==> config.mk <==
export PLATFORM = sky130hd
export DESIGN_NAME = random_word_packer_flat
export DESIGN_NICKNAME = d
export VERILOG_FILES = /design/src/rtl/random_word_packer_if.sv /design/src/rtl/random_word_packer.sv /design/src/flat_wrapper.sv
export SDC_FILE = /design/constraint.sdc
export NUM_CORES = 1
export LEC_CHECK = 0
export BUFFER_PORTS_ARGS = -buffer_cell sky130_fd_sc_hd__clkbuf_2
export CAP_MARGIN = 20
export CORE_ASPECT_RATIO = 1.75
export CORE_MARGIN = 2
export CORE_UTILIZATION = 48
export DETAILED_ROUTE_END_ITERATION = 12
export PLACE_DENSITY = 0.77
export SYNTH_ARGS = -nofsm -noshare
export SYNTH_HDL_FRONTEND = slang
export SYNTH_SLANG_ARGS = --single-unit
==> constraint.sdc <==
create_clock -name qzt_clk -period 2.29 [get_ports qzt_clk]
set_input_delay 0.458 -clock qzt_clk [delete_from_list [all_inputs] [get_ports qzt_clk]]
set_output_delay 0.458 -clock qzt_clk [all_outputs]
set_load 0.01 [all_outputs]
==> src/rtl/random_word_packer_if.sv <==
// rtl/random_word_packer_if.sv - bit stream in / word stream out handshake bundle
// Ports (slave = packer side):
//   bit_in, bit_valid   serial random bits into the packer
//   word_out            head word of the packer FIFO, 0 while word_valid is low
//   word_valid          packer FIFO not empty
//   word_ready          consumer takes the head word on word_valid & word_ready
interface random_word_packer_if #(
    parameter int WIDTH = 8
);
    logic             bit_in;
    logic             bit_valid;
    logic [WIDTH-1:0] word_out;
    logic             word_valid;
    logic             word_ready;

    modport slave (
        input  bit_in,
        input  bit_valid,
        input  word_ready,
        output word_out,
        output word_valid
    );

    modport master (
        output bit_in,
        output bit_valid,
        output word_ready,
        input  word_out,
        input  word_valid
    );
endinterface

==> src/rtl/random_word_packer.sv <==
// rtl/random_word_packer.sv - packs serial random bits into range-limited words with FIFO
// Ports:
//   qzt_clk        system clock, rising edge
//   rst_n          asynchronous active-low reset
//   clear          synchronous clear of rejected_cnt and overflow
//   io             bit stream in, word stream out (random_word_packer_if.slave)
//   fifo_level     number of stored words, 0..DEPTH
//   rejected_cnt   saturating count of words >= LIMIT
//   overflow       sticky: an accepted word was lost to a full FIFO
module random_word_packer #(
    parameter int WIDTH = 8,
    parameter int LIMIT = 200,
    parameter int DEPTH = 4
) (
    input  logic                     qzt_clk,
    input  logic                     rst_n,
    input  logic                     clear,
    random_word_packer_if.slave      io,
    output logic [$clog2(DEPTH):0]   fifo_level,
    output logic [15:0]              rejected_cnt,
    output logic                     overflow
);
    localparam int AW = $clog2(DEPTH);
    localparam int CW = $clog2(WIDTH);
    localparam logic [CW-1:0] LAST_BIT = CW'(WIDTH - 1);
    // One extra bit so LIMIT = 2^WIDTH is representable and accepts every word.
    localparam logic [WIDTH:0] LIMIT_W  = (WIDTH + 1)'(LIMIT);
    localparam logic [AW:0]    DEPTH_W  = (AW + 1)'(DEPTH);

    logic [WIDTH-1:0] shreg;
    logic [CW-1:0]    bit_cnt;
    logic [WIDTH-1:0] cand;
    logic             cand_v;
    logic [WIDTH-1:0] next_word;
    logic             last_bit;

    logic [WIDTH-1:0] mem [DEPTH];
    logic [AW:0]      wr_ptr;
    logic [AW:0]      rd_ptr;
    logic [AW:0]      level;
    logic             empty;
    logic             full;
    logic             pop;
    logic             in_range;
    logic             push;
    logic             lost;
    logic             reject;

    assign next_word = {shreg[WIDTH-2:0], io.bit_in};
    assign last_bit  = io.bit_valid && (bit_cnt == LAST_BIT);

    // Assembly and candidate stage; the candidate register never stalls.
    always_ff @(posedge qzt_clk or negedge rst_n) begin
        if (!rst_n) begin
            shreg   <= '0;
            bit_cnt <= '0;
            cand    <= '0;
            cand_v  <= 1'b0;
        end else begin
            cand_v <= last_bit;
            if (io.bit_valid) begin
                shreg   <= next_word;
                bit_cnt <= last_bit ? '0 : bit_cnt + 1'b1;
            end
            if (last_bit) begin
                cand <= next_word;
            end
        end
    end

    assign level    = wr_ptr - rd_ptr;
    assign empty    = (wr_ptr == rd_ptr);
    assign full     = (level == DEPTH_W);
    assign pop      = !empty && io.word_ready;
    assign in_range = ({1'b0, cand} < LIMIT_W);
    // A pop on the decision edge frees the slot the new word needs.
    assign push     = cand_v && in_range && (!full || pop);
    assign lost     = cand_v && in_range && full && !pop;
    assign reject   = cand_v && !in_range;

    // Storage is not reset; word_out is gated by empty instead.
    always_ff @(posedge qzt_clk) begin
        if (push) begin
            mem[wr_ptr[AW-1:0]] <= cand;
        end
    end

    always_ff @(posedge qzt_clk or negedge rst_n) begin
        if (!rst_n) begin
            wr_ptr <= '0;
            rd_ptr <= '0;
        end else begin
            if (push) begin
                wr_ptr <= wr_ptr + 1'b1;
            end
            if (pop) begin
                rd_ptr <= rd_ptr + 1'b1;
            end
        end
    end

    always_ff @(posedge qzt_clk or negedge rst_n) begin
        if (!rst_n) begin
            rejected_cnt <= '0;
            overflow     <= 1'b0;
        end else if (clear) begin
            rejected_cnt <= '0;
            overflow     <= 1'b0;
        end else begin
            if (reject && (rejected_cnt != 16'hFFFF)) begin
                rejected_cnt <= rejected_cnt + 16'd1;
            end
            if (lost) begin
                overflow <= 1'b1;
            end
        end
    end

    assign io.word_valid = !empty;
    assign io.word_out   = empty ? '0 : mem[rd_ptr[AW-1:0]];
    assign fifo_level    = level;
endmodule

==> src/flat_wrapper.sv <==
// flat-port wrapper written by rule: the top's interface ports become plain ports
module random_word_packer_flat 
#(
    parameter int WIDTH = 8,
    parameter int LIMIT = 200,
    parameter int DEPTH = 4
)
  (qzt_clk, rst_n, clear, fifo_level, rejected_cnt, overflow, io_bit_in, io_bit_valid, io_word_ready, io_word_out, io_word_valid);
  random_word_packer_if #(.WIDTH(WIDTH)) io_i ();
  input  logic qzt_clk;
  input  logic rst_n;
  input  logic clear;
  output logic [$clog2(DEPTH):0] fifo_level;
  output logic [15:0] rejected_cnt;
  output logic overflow;
  input wire logic [$bits(io_i.bit_in)-1:0] io_bit_in;
  input wire logic [$bits(io_i.bit_valid)-1:0] io_bit_valid;
  input wire logic [$bits(io_i.word_ready)-1:0] io_word_ready;
  output wire logic [$bits(io_i.word_out)-1:0] io_word_out;
  output wire logic [$bits(io_i.word_valid)-1:0] io_word_valid;
  assign io_i.bit_in = io_bit_in;
  assign io_i.bit_valid = io_bit_valid;
  assign io_i.word_ready = io_word_ready;
  assign io_word_out = io_i.word_out;
  assign io_word_valid = io_i.word_valid;
  random_word_packer #(.WIDTH(WIDTH), .LIMIT(LIMIT), .DEPTH(DEPTH)) u_core (.qzt_clk(qzt_clk), .rst_n(rst_n), .clear(clear), .io(io_i), .fifo_level(fifo_level), .rejected_cnt(rejected_cnt), .overflow(overflow));
endmodule
Yosys cells after proc, flatten, opt, wreduce, memory -nomap -nowiden --
Memory sizes are Yosys's and may differ from the RTL's. Cells that the tools add are included.
Word-level totals: memory bits (writable) 32, register bits after elaboration 42, memories kept 1, output and inout port bits 29, word-level logic and storage cells 42, input bits 6
Cells by class: add/subtract/negate cells 5, multiplexer cells 8, equality and inequality tests 4, reductions and logical operators 15, $lt $le $gt $ge 1
Memories:
- u_core.mem | depth 4, bits a word 8, rd ports 1, clocked after Yosys merged registers in 0, wr ports 1, line random_word_packer.sv:37 | logic [WIDTH-1:0] mem [DEPTH];
Operator list (count):
- $mux W16 | 2
- $add A16 B1 Y16 const B | 1
- $ne A16 B16 Y1 const B | 1
- $add A3 B1 Y3 const B | 3
- $logic_and A1 B1 Y1 | 8
- $lt A8 B8 Y1 const B | 1
- $mux W8 | 1
- $eq A3 B3 Y1 const B | 2
- $logic_not A1 Y1 | 4
- $mux W1 | 4
- $reduce_bool A2 Y1 | 2
- $eq A3 B3 Y1 | 1
- $mux W3 | 1
- $sub A3 B3 Y3 | 1
- $logic_or A1 B1 Y1 | 1

Logic depth before layout (Yosys ltp) --
Gate-level depths: netlist of the first run.
depth in word-level cells 7, mapped depth 8, mapped depth without buffers 7

Least setup slack after synthesis of the first run --
No wires, ideal clock.
path kind register -> register, from register u_core.wr_ptr[0], to memory u_core.mem[0][0], enable pin, period minus slack after synthesis 2.334 ns, path buffers 0, cell stages (with the launch flop) 8, arrival time 2.057 ns, library setup time 0.277 ns, slack -0.044 ns, path through dfrtp_1 inv_1 ha_1 fa_1 or3_1 a211oi_2 nor2b_1 and2_1
Between the ends: word-level cells in the longest chain between the ends 7, elaborated cells on any way between the ends 10, classes of those cells add/sub (1); eq/ne (2); mux (2); reduce/logical (5)
RTL lines:
- start: declaration | line random_word_packer.sv:38 | logic [AW:0] wr_ptr;
- start signal: assignment | line random_word_packer.sv:94 | wr_ptr <= wr_ptr + 1'b1;
- $sub A3 B3 Y3 or $eq A3 B3 Y1 (tied branches) | line random_word_packer.sv:71, random_word_packer.sv:72
- $eq A3 B3 Y1 or $logic_not A1 Y1 (tied branches) | line random_word_packer.sv:73, random_word_packer.sv:74
- $logic_not A1 Y1 or $logic_and A1 B1 Y1 (tied branches) | line random_word_packer.sv:77, random_word_packer.sv:74
- $logic_or A1 B1 Y1 | line random_word_packer.sv:77 | assign push = cand_v && in_range && (!full || pop);
- $logic_and A1 B1 Y1 | line random_word_packer.sv:77
- $mux W1 | line random_word_packer.sv:83 | if (push) begin
- $mux W1 (implied by the code) | line random_word_packer.sv:84 | mem[wr_ptr[AW-1:0]] <= cand;
- end: declaration | line random_word_packer.sv:37
Several ways; a longest one is shown, not always the timed one.

Worst setup path after layout of the first run --
from register u_core.rd_ptr[0], to memory u_core.mem[1][7], enable pin
Between the ends: word-level cells in the longest chain between the ends 7, elaborated cells on any way between the ends 10, classes of those cells add/sub (1); eq/ne (2); mux (2); reduce/logical (5)
RTL lines:
- start: declaration | line random_word_packer.sv:39 | logic [AW:0] rd_ptr;
- start signal: assignment | line random_word_packer.sv:97 | rd_ptr <= rd_ptr + 1'b1;
- $sub A3 B3 Y3 or $eq A3 B3 Y1 (tied branches) | line random_word_packer.sv:71, random_word_packer.sv:72
- $eq A3 B3 Y1 or $logic_not A1 Y1 (tied branches) | line random_word_packer.sv:73, random_word_packer.sv:74
- $logic_not A1 Y1 or $logic_and A1 B1 Y1 (tied branches) | line random_word_packer.sv:77, random_word_packer.sv:74
- $logic_or A1 B1 Y1 * | line random_word_packer.sv:77
- $logic_and A1 B1 Y1 * | line random_word_packer.sv:77
- $mux W1 * | line random_word_packer.sv:83
- $mux W1 (implied by the code) * | line random_word_packer.sv:84
Mark *: on every way between the ends. The rest lies on a longest branch, timed or not.

==> results of run 1 <==
==> power by group through the flow <==
| stage | logic, uW | registers (uW) | clock network (uW) |
|---|---|---|---|
| 3_3_place_gp | 1390 | 1870 | 0 |
| 4_1_cts | 1450 | 1870 | 1370 |
| 5_1_grt | 1660 | 1910 | 1430 |
| 6_report | 1500 | 1870 | 1350 |
| 3_5_place_dp | 1420 | 1890 | 0 |
| 2_1_floorplan | 931 | 1840 | 0 |
==> final timing paths <==
check	to	depth (start not counted)	slack (ns)
max in group asynchronous	u_core.overflow	2	1.46
hold reg to reg	u_core.overflow	2	0.52
setup / recovery	u_core.mem[1][7]	6	0.06
min in group qzt_clk	u_core.shreg[0]	2	0.38
hold / removal	u_core.bit_cnt[2]	1	0.22
setup reg to reg	u_core.mem[1][7]	6	0.06
==> metrics by stage <==
step | TNS (ns) | setup slack [ns]
after floorplan | -0.741 | -0.0309
after global placement | -0.434 | -0.0232
after detailed placement | -2.55 | -0.106
after CTS | -1.38 | -0.0664
after global routing | -0.221 | -0.0146
final | 0 | 0.0623
==> worst register-to-register path: cells and delay by family, from the launching register on <==
kind | cells | cell delay (ns)
AOI/OAI and AO/OA | 1 | 0.29
adders and majority gates | 2 | 0.57
DFF | 1 | 0.38
and+or+nand+nor | 3 | 0.74
==> cell usage in the layout (no fill, tap or decap), types with 2 or more instances in the layout <==
master     count
and2_4         3
inv_8          2
and3_1         2
clkbuf_16      9
xnor2_1        5
inv_6          4
xor2_1        13
a21oi_1        3
a211oi_1       2
inv_1          7
buf_4         14
ha_1          10
edfxtp_1      32
and3_2         2
nand4_1        2
clkbuf_2      33
dfrtp_1       42
o21ai_0        2
nor3_1         5
nand2_1        9
mux4_2         8
mux2_2        18
nor2_1        19
nand3_1       14
and2_1         8
==> repair_timing <==
action / CTS / global route
gates resized for setup: 3 / 9
buffers inserted: 0 / 1
endpoints found under the setup margin: 42 / 35
pin swaps: 1 / 1
==> area by class of cell <==
type	instances	area (um2)	share of cell area (%)
clock buffer	9	225	5.71
clock inverter	7	66.3	1.68
inverter	7	26.3	0.666
multi-input combinational	144	1240	31.4
sequential	74	2010	51.0
tap	82	103	2.60
timing repair buffer	48	275	6.98
==> per-layer routing <==
metal | track usage [%] | up-vias | wire [um]
met5 | 0 | - | 0
met4 | 8.16 | 0 | 136
met3 | 3.68 | 11 | 146
met2 | 31.2 | 38 | 3220
met1 | 17.9 | 957 | 2140
li1 | - | 937 | -
==> registers in the layout, summed over array words and instances (netlist names) <==
name / cells
u_core.mem: 32
u_core.overflow: 1
u_core.shreg: 7
u_core.wr_ptr: 3
u_core.rd_ptr: 3
u_core.rejected_cnt: 16
u_core.cand: 8
u_core.cand_v: 1
u_core.bit_cnt: 3
==> cell families after synthesis <==
group,share of synthesized area (%)
flip-flops,61.6
buffers and inverters,1.88
AO/OA/AOI/OAI,3.06
multiplexers,12.4
adder cells (fa/ha/maj),4.44
AND/OR/NAND/NOR,11.6
XOR/XNOR,5.09
==> results list, run 1 <==
- The internal power of the cells totals 3220 uW.
- Port-buffer cells: 34
- Summed over its instances, the top area cell type makes up roughly a third of the synthesized netlist area.
- Avg Synthesized Cell Area: about 14 um2
- The critical path starts at u_core.rd_ptr[0].
- The total count of hold-check failures in the final report came to 0.
- Hold crit path type: in -> async
- After routing the design area is around 3900 um2.
- Tmin final: approximately 2.2 ns
- TritonCTS built the clock tree.
- Crit path max-delay cell type: or3_4
- Initial antenna violation count: 0
- Synth area leaders: dfrtp_1, edfxtp_1, mux2_2
- Power density over cell area: between 1000 and 1500 nW/um2
* Switching part of the total power: a little under a third
* Yosys synthesis warning count: 0
- Setup violations remaining at the end of the flow were counted as 0.
* Total wire length: 5640 um
* Proportion of synthesized flip-flops having asynchronous set or reset: a little under three fifths
* CP Data Arrival Time: ~2.3 ns
* Vias in the first global route: around 2.1k
- Hold timing on the final database bottoms out at a slack of ~0.22 ns.
* Starting utilization of the core area: 50.0%
- Global routing used 17.1% of the available tracks.
* Most frequent cell after synthesis: dfrtp_1
- Clock Power Share: between 20% and 30%
* Crit path max fanout: 8
* Number of instances in the synthesized netlist: around 230
- The kind of cell with the highest combined delay along the critical path is simple AND/OR/NAND/NOR gates.
* Horizontal extent of the die: about 66 um
* Type of the worst setup path: reg -> reg
* Total standard cell area after synthesis: ~3300 um2
* Critical Path Max Stage Delay: 0.40 ns
- Library cell with the largest summed area after synthesis: dfrtp_1
* Vertical die dimension: 113 um
* Least-Margin Pin Slew: around 0.83 ns
- After synthesis, flip-flops and latches occupy between 60% and 70% of the total area.
- Clock tree root buffer cell: clkbuf_16
- Iteration-0 DRC count of the detailed router: 32
* Clock Sinks: 74
- Num CTS Buffers: 9
* Relative max-transition margin: 44.4%
- Instance count after placement with tap cells included: 354
- RD Place Congestion: between 0.7 and 0.8
* Number of nets produced by synthesis: 249
- Via count of the routed design: 1943
- In the final routed layout, each cell accounts on average for 15.2 um.
- Number of optimization iterations in the first detailed-route pass: 4
- Final slew viol count: 0
- By count the netlist is led by dfrtp_1, edfxtp_1, nor2_1.
* Leakage dissipation: ~0.0017 uW
* Clock slew seen by the registers of the worst setup and hold paths: 0.06 ns
* Maximum number of buffers from clock root to sink: 2
* Commonest register cell after synthesis: dfrtp_1
* Total global routing overflow: 0
- Fraction of layout instances using a drive strength above 1: about 37%
- The run finished with clean final reports.
- DIE AREA: 7510 um2
- Filler Cell Count: around 530
- Sequential power share: 39.7%
* Final HPWL DP: between 4000 and 5000 um
- Across the VDD grid, the largest voltage drop is about 0.54 mV.
- R2r startpoint: u_core.rd_ptr[0]
- Row cnt: 39
- Top Ports: 35
* Series of cell instances along the critical path: ha_1 > fa_2 > or3_4 > a211oi_4 > nor2b_2 > and2_4
- Layout overhead on the synthesized area: 20.8%
- At the worst endpoint, the required time is around 2.4 ns.
- In the routed layout, each cell is associated on average with a via count of 5.24.
* Worst setup skew after layout: around 0.0057 ns
- Pin count of the biggest net entering global routing: 34
* Total DRC errors in the routed layout: 0
- Leaving out filler cells and counting taps, the final layout contains around 370.
- In this run the standard cell core region covers 6540 um2.
- Synth cell types: 38
- NumNets Final: about 300
- Total power: 4720 uW
- Counting flops and latches in the post-synthesis netlist gives between 70 and 80.
- CTS built an H-tree with a depth of 3.
- 0 antenna diodes ended up in the layout.
* P_sw: about 1500 uW
- First-pass GRT wire length: 9640 um
- Number of flops mapped to enable cells by yosys: 32
* Fin util: 60.4%
* Worst-Skew Late Latency: around 0.33 ns
- Top achievable clock speed: 449 MHz
- Summing all placed instances gives a cell area of between 3000 and 4000 um2.
* Number of buffers inserted by hold repair at cts: 0
* CP bufs+invs: 0
- Number of max-cap violations: 0
- The count of nets left with antenna violations once routing finished came out at 0.
- Period utilization: approximately 97%
* CP endpoint kind: flip-flop
* Startpoint kind of the worst setup timing path: flip-flop
* Fraction of power consumed by combinational cells: between 30% and 40%
Note: power is estimated with default switching activity, not from simulation.
==> run 2, diff against run 1 <==
--- a/config.mk
+++ b/config.mk
@@ -11,7 +11,7 @@
 export CORE_MARGIN = 2
 export CORE_UTILIZATION = 48
 export DETAILED_ROUTE_END_ITERATION = 12
-export PLACE_DENSITY = 0.77
+export PLACE_DENSITY = 0.74
 export SYNTH_ARGS = -nofsm -noshare
 export SYNTH_HDL_FRONTEND = slang
 export SYNTH_SLANG_ARGS = --single-unit
==> constraint.sdc (replaced) <==
create_clock -name qzt_clk -period 2.6 [get_ports qzt_clk]
set_input_delay 0.52 -clock qzt_clk [delete_from_list [all_inputs] [get_ports qzt_clk]]
set_output_delay 0.52 -clock qzt_clk [all_outputs]
set_load 0.01 [all_outputs]
==> results list, run 2 (synthesis gave the netlist of run 1 again) <==
- Status: finished clean
- Final hold slack: 0.254 ns (+0.0323 ns)
- DIE AREA: 7510 um2 (unchanged)
* Filler Cell Count: 544 (+2.1%)
* Reg-to-Reg End: u_core.mem[1][0]
- The via count of the first global-routing pass came to 1924 (-7.6%).
* Fraction of layout instances using a drive strength above 1: 31.7% (-5.0 points)
- The maximum single-stage delay on the critical path is 0.42 ns (+0.02 ns).
* Period utilization: 95.8% (-1.5 points)
- Crit. Startpoint: u_core.wr_ptr[0]
- Row cnt: 39 (unchanged)
* Kind of cell adding the most delay to the critical path: simple AND/OR/NAND/NOR gates
- Number of max-cap violations: 0 (unchanged)
- The largest fanout on the critical path came to 8 (unchanged).
* Final setup fails: 0 (unchanged)
* Relative max-transition margin: 45.1% (+0.69 points)
- Number of optimization iterations in the first detailed-route pass: 4 (unchanged)
- Layout overhead on the synthesized area: 17.5%
- The count of buffers from port buffering came to 34 (unchanged).
- Via count of the routed design: 1906 (-1.9%)
- The power per cell area was 1050 nW/um2 (-12%).
- Worst reg-to-reg setup slack: 0.11 ns (+0.05 ns)
- The maximum level of the CTS H-tree came to 3 (unchanged).
- The number of max-slew violations in the final report was 0 (unchanged).
- The highest clock rate came to 402 MHz (-11%).
* Worst reg2reg path depth: 7 (+1)
- The routed length per instance came to 14.8 um (-2.6%).
* Starting utilization of the core area: 50.0% (unchanged)
- Antenna-violating nets left: 0 (unchanged)
- The I/O pin total was 35 (unchanged).
* RD Place Congestion: 0.821 (+3.5%)
- The number of buffer and inverter instances along the worst setup path came to 1 (+1).
* TritonCTS clock tree: done
- The signal on the critical path passes through inv_1 > ha_1 > fa_1 > or3_1 > a211oi_2 > nor2b_1 > and2_2.
- Clock tree root buffer cell: clkbuf_16
- Total wire length: 5330 um (-5.5%)
- The critical path is of the reg -> reg type.
- Total negative slack for setup checks: 0 ns (unchanged)
* Most common library cell in the layout ignoring fill and taps: dfrtp_1
* First-pass GRT wire length: 9140 um (-5.2%)
- Floorplan Core Area: 6540 um2 (unchanged)
* Number of flip-flops in the largest register: 32 (unchanged)
- Data required, critical path: 2.67 ns (+0.30 ns)
- The number of CTS-inserted buffers came to 9 (unchanged).
- The overall track demand over capacity in global routing is 16.4% (-0.69 points).
- The leakage dissipation came to 0.00160 uW (-3.8%).
- Maximum ir drop on the vdd rail: 0.578 mV (+6.4%)
- Vertical die dimension: 113 um (unchanged)
* Setup repair after global routing missed its margin: no
* CP Data Arrival Time: 2.56 ns (+0.25 ns)
- The number of antenna diodes was 0 (unchanged).
- Pin count of the biggest net entering global routing: 43 (+26%)
- The total count of hold-check failures in the final report is 0 (unchanged).
* Setup bufs post-CTS: 0 (unchanged)
- The worst setup path is captured at a flip-flop.
- The initial antenna violation count was 0 (unchanged).
- Crit path max-delay cell type: fa_1
- Number of buffers inserted by hold repair at cts: 0 (unchanged)
* Iteration-0 DRC count of the detailed router: 39 (+22%)
* Startpoint kind of the worst setup timing path: flip-flop
- The per-cell via count in the routed design was 5.29 (+1.1%).
- Horizontal extent of the die: 66.4 um (unchanged)
* Leading cell types in the layout, fill and taps excluded: dfrtp_1, clkbuf_2, edfxtp_1
- The post-route minimum period is 2.49 ns (+0.263 ns).
- In this run the critical register-to-register path is launched from u_core.wr_ptr[0].
* Worst setup skew after layout: 0.00504 ns (-0.000666 ns)
- Clock Sinks: 74 (unchanged)
- NumNets Final: 290 (-3.7%)
- The total of cells resized after clock tree synthesis is 0 (-3).
- In this run the worst setup path terminates at u_core.mem[1][0].
* Clock slew seen by the registers of the worst setup and hold paths: 0.06 ns (about the same)
- The worst-margin pin slew came to 0.820 ns (-0.0134 ns).
- The later-pin clock latency in the skew report was 0.33 ns (about the same).
- Logic depth of the worst setup path including buffers: 7 (+1)
- The number of buffers on the longest clock path came to 2 (unchanged).
- The HPWL after detailed placement is 3870 um (-5.2%).
- The tightest min-delay check is of the in -> async type.
* Total DRC errors in the routed layout: 0 (unchanged)
- Total global routing overflow: 0 (unchanged)
[run 2: final cells by class]
class | instances | area [um2] | share of cell area [%]
inverters | 7 | 26.3 | 0.685
repair buffers | 37 | 193 | 5.02
flip-flops and latches | 74 | 2010 | 52.4
well taps | 82 | 103 | 2.67
multi-input cells | 144 | 1200 | 31.2
clock inverters | 5 | 63.8 | 1.66
clock buffers | 11 | 243 | 6.33
[run 2: metal layers]
layer	vias to the layer above	track usage, %	share of wire [%]
met1	949	18.2	39
met5	-	0	0
met3	10	3.28	2.9
met4	0	8.98	2.4
li1	912	-	-
met2	35	28.5	56
[run 2: metrics by stage]
stage / cells / power, uW / instance area, um2 / worst slack (ns) / util, %
2_1_floorplan: 232 / 2440 / 3270 / 0.266 / -
3_3_place_gp: 344 / 2790 / 3530 / 0.0961 / 53.9
3_5_place_dp: 344 / 2840 / 3530 / 0.0249 / 53.9
4_1_cts: 360 / 4070 / 3830 / 0.0270 / 58.6
5_1_grt: 360 / 4270 / 3840 / 0.00871 / 58.7
6_report: 360 / 4020 / 3840 / 0.110 / 58.7
[run 2: how the worst min path moves through the flow]
stage,start,endpoint,slack [ns],cells past startpoint
2_1_floorplan,rst_n,u_core.bit_cnt[0],0.22,0
3_3_place_gp,u_core.rd_ptr[2],u_core.rd_ptr[2],0.48,1
3_5_place_dp,u_core.rd_ptr[2],u_core.rd_ptr[2],0.49,1
4_1_cts,rst_n,u_core.shreg[0],0.28,2
5_1_grt,rst_n,u_core.cand[0],0.32,2
6_report,rst_n,u_core.cand[0],0.25,2
[run 2: power by group]
group	total (uW)	switching, uW	internal (uW)
sequential	1650	166	1480
clock	1240	462	773
combinational	1130	568	567
total	4020	1200	2820
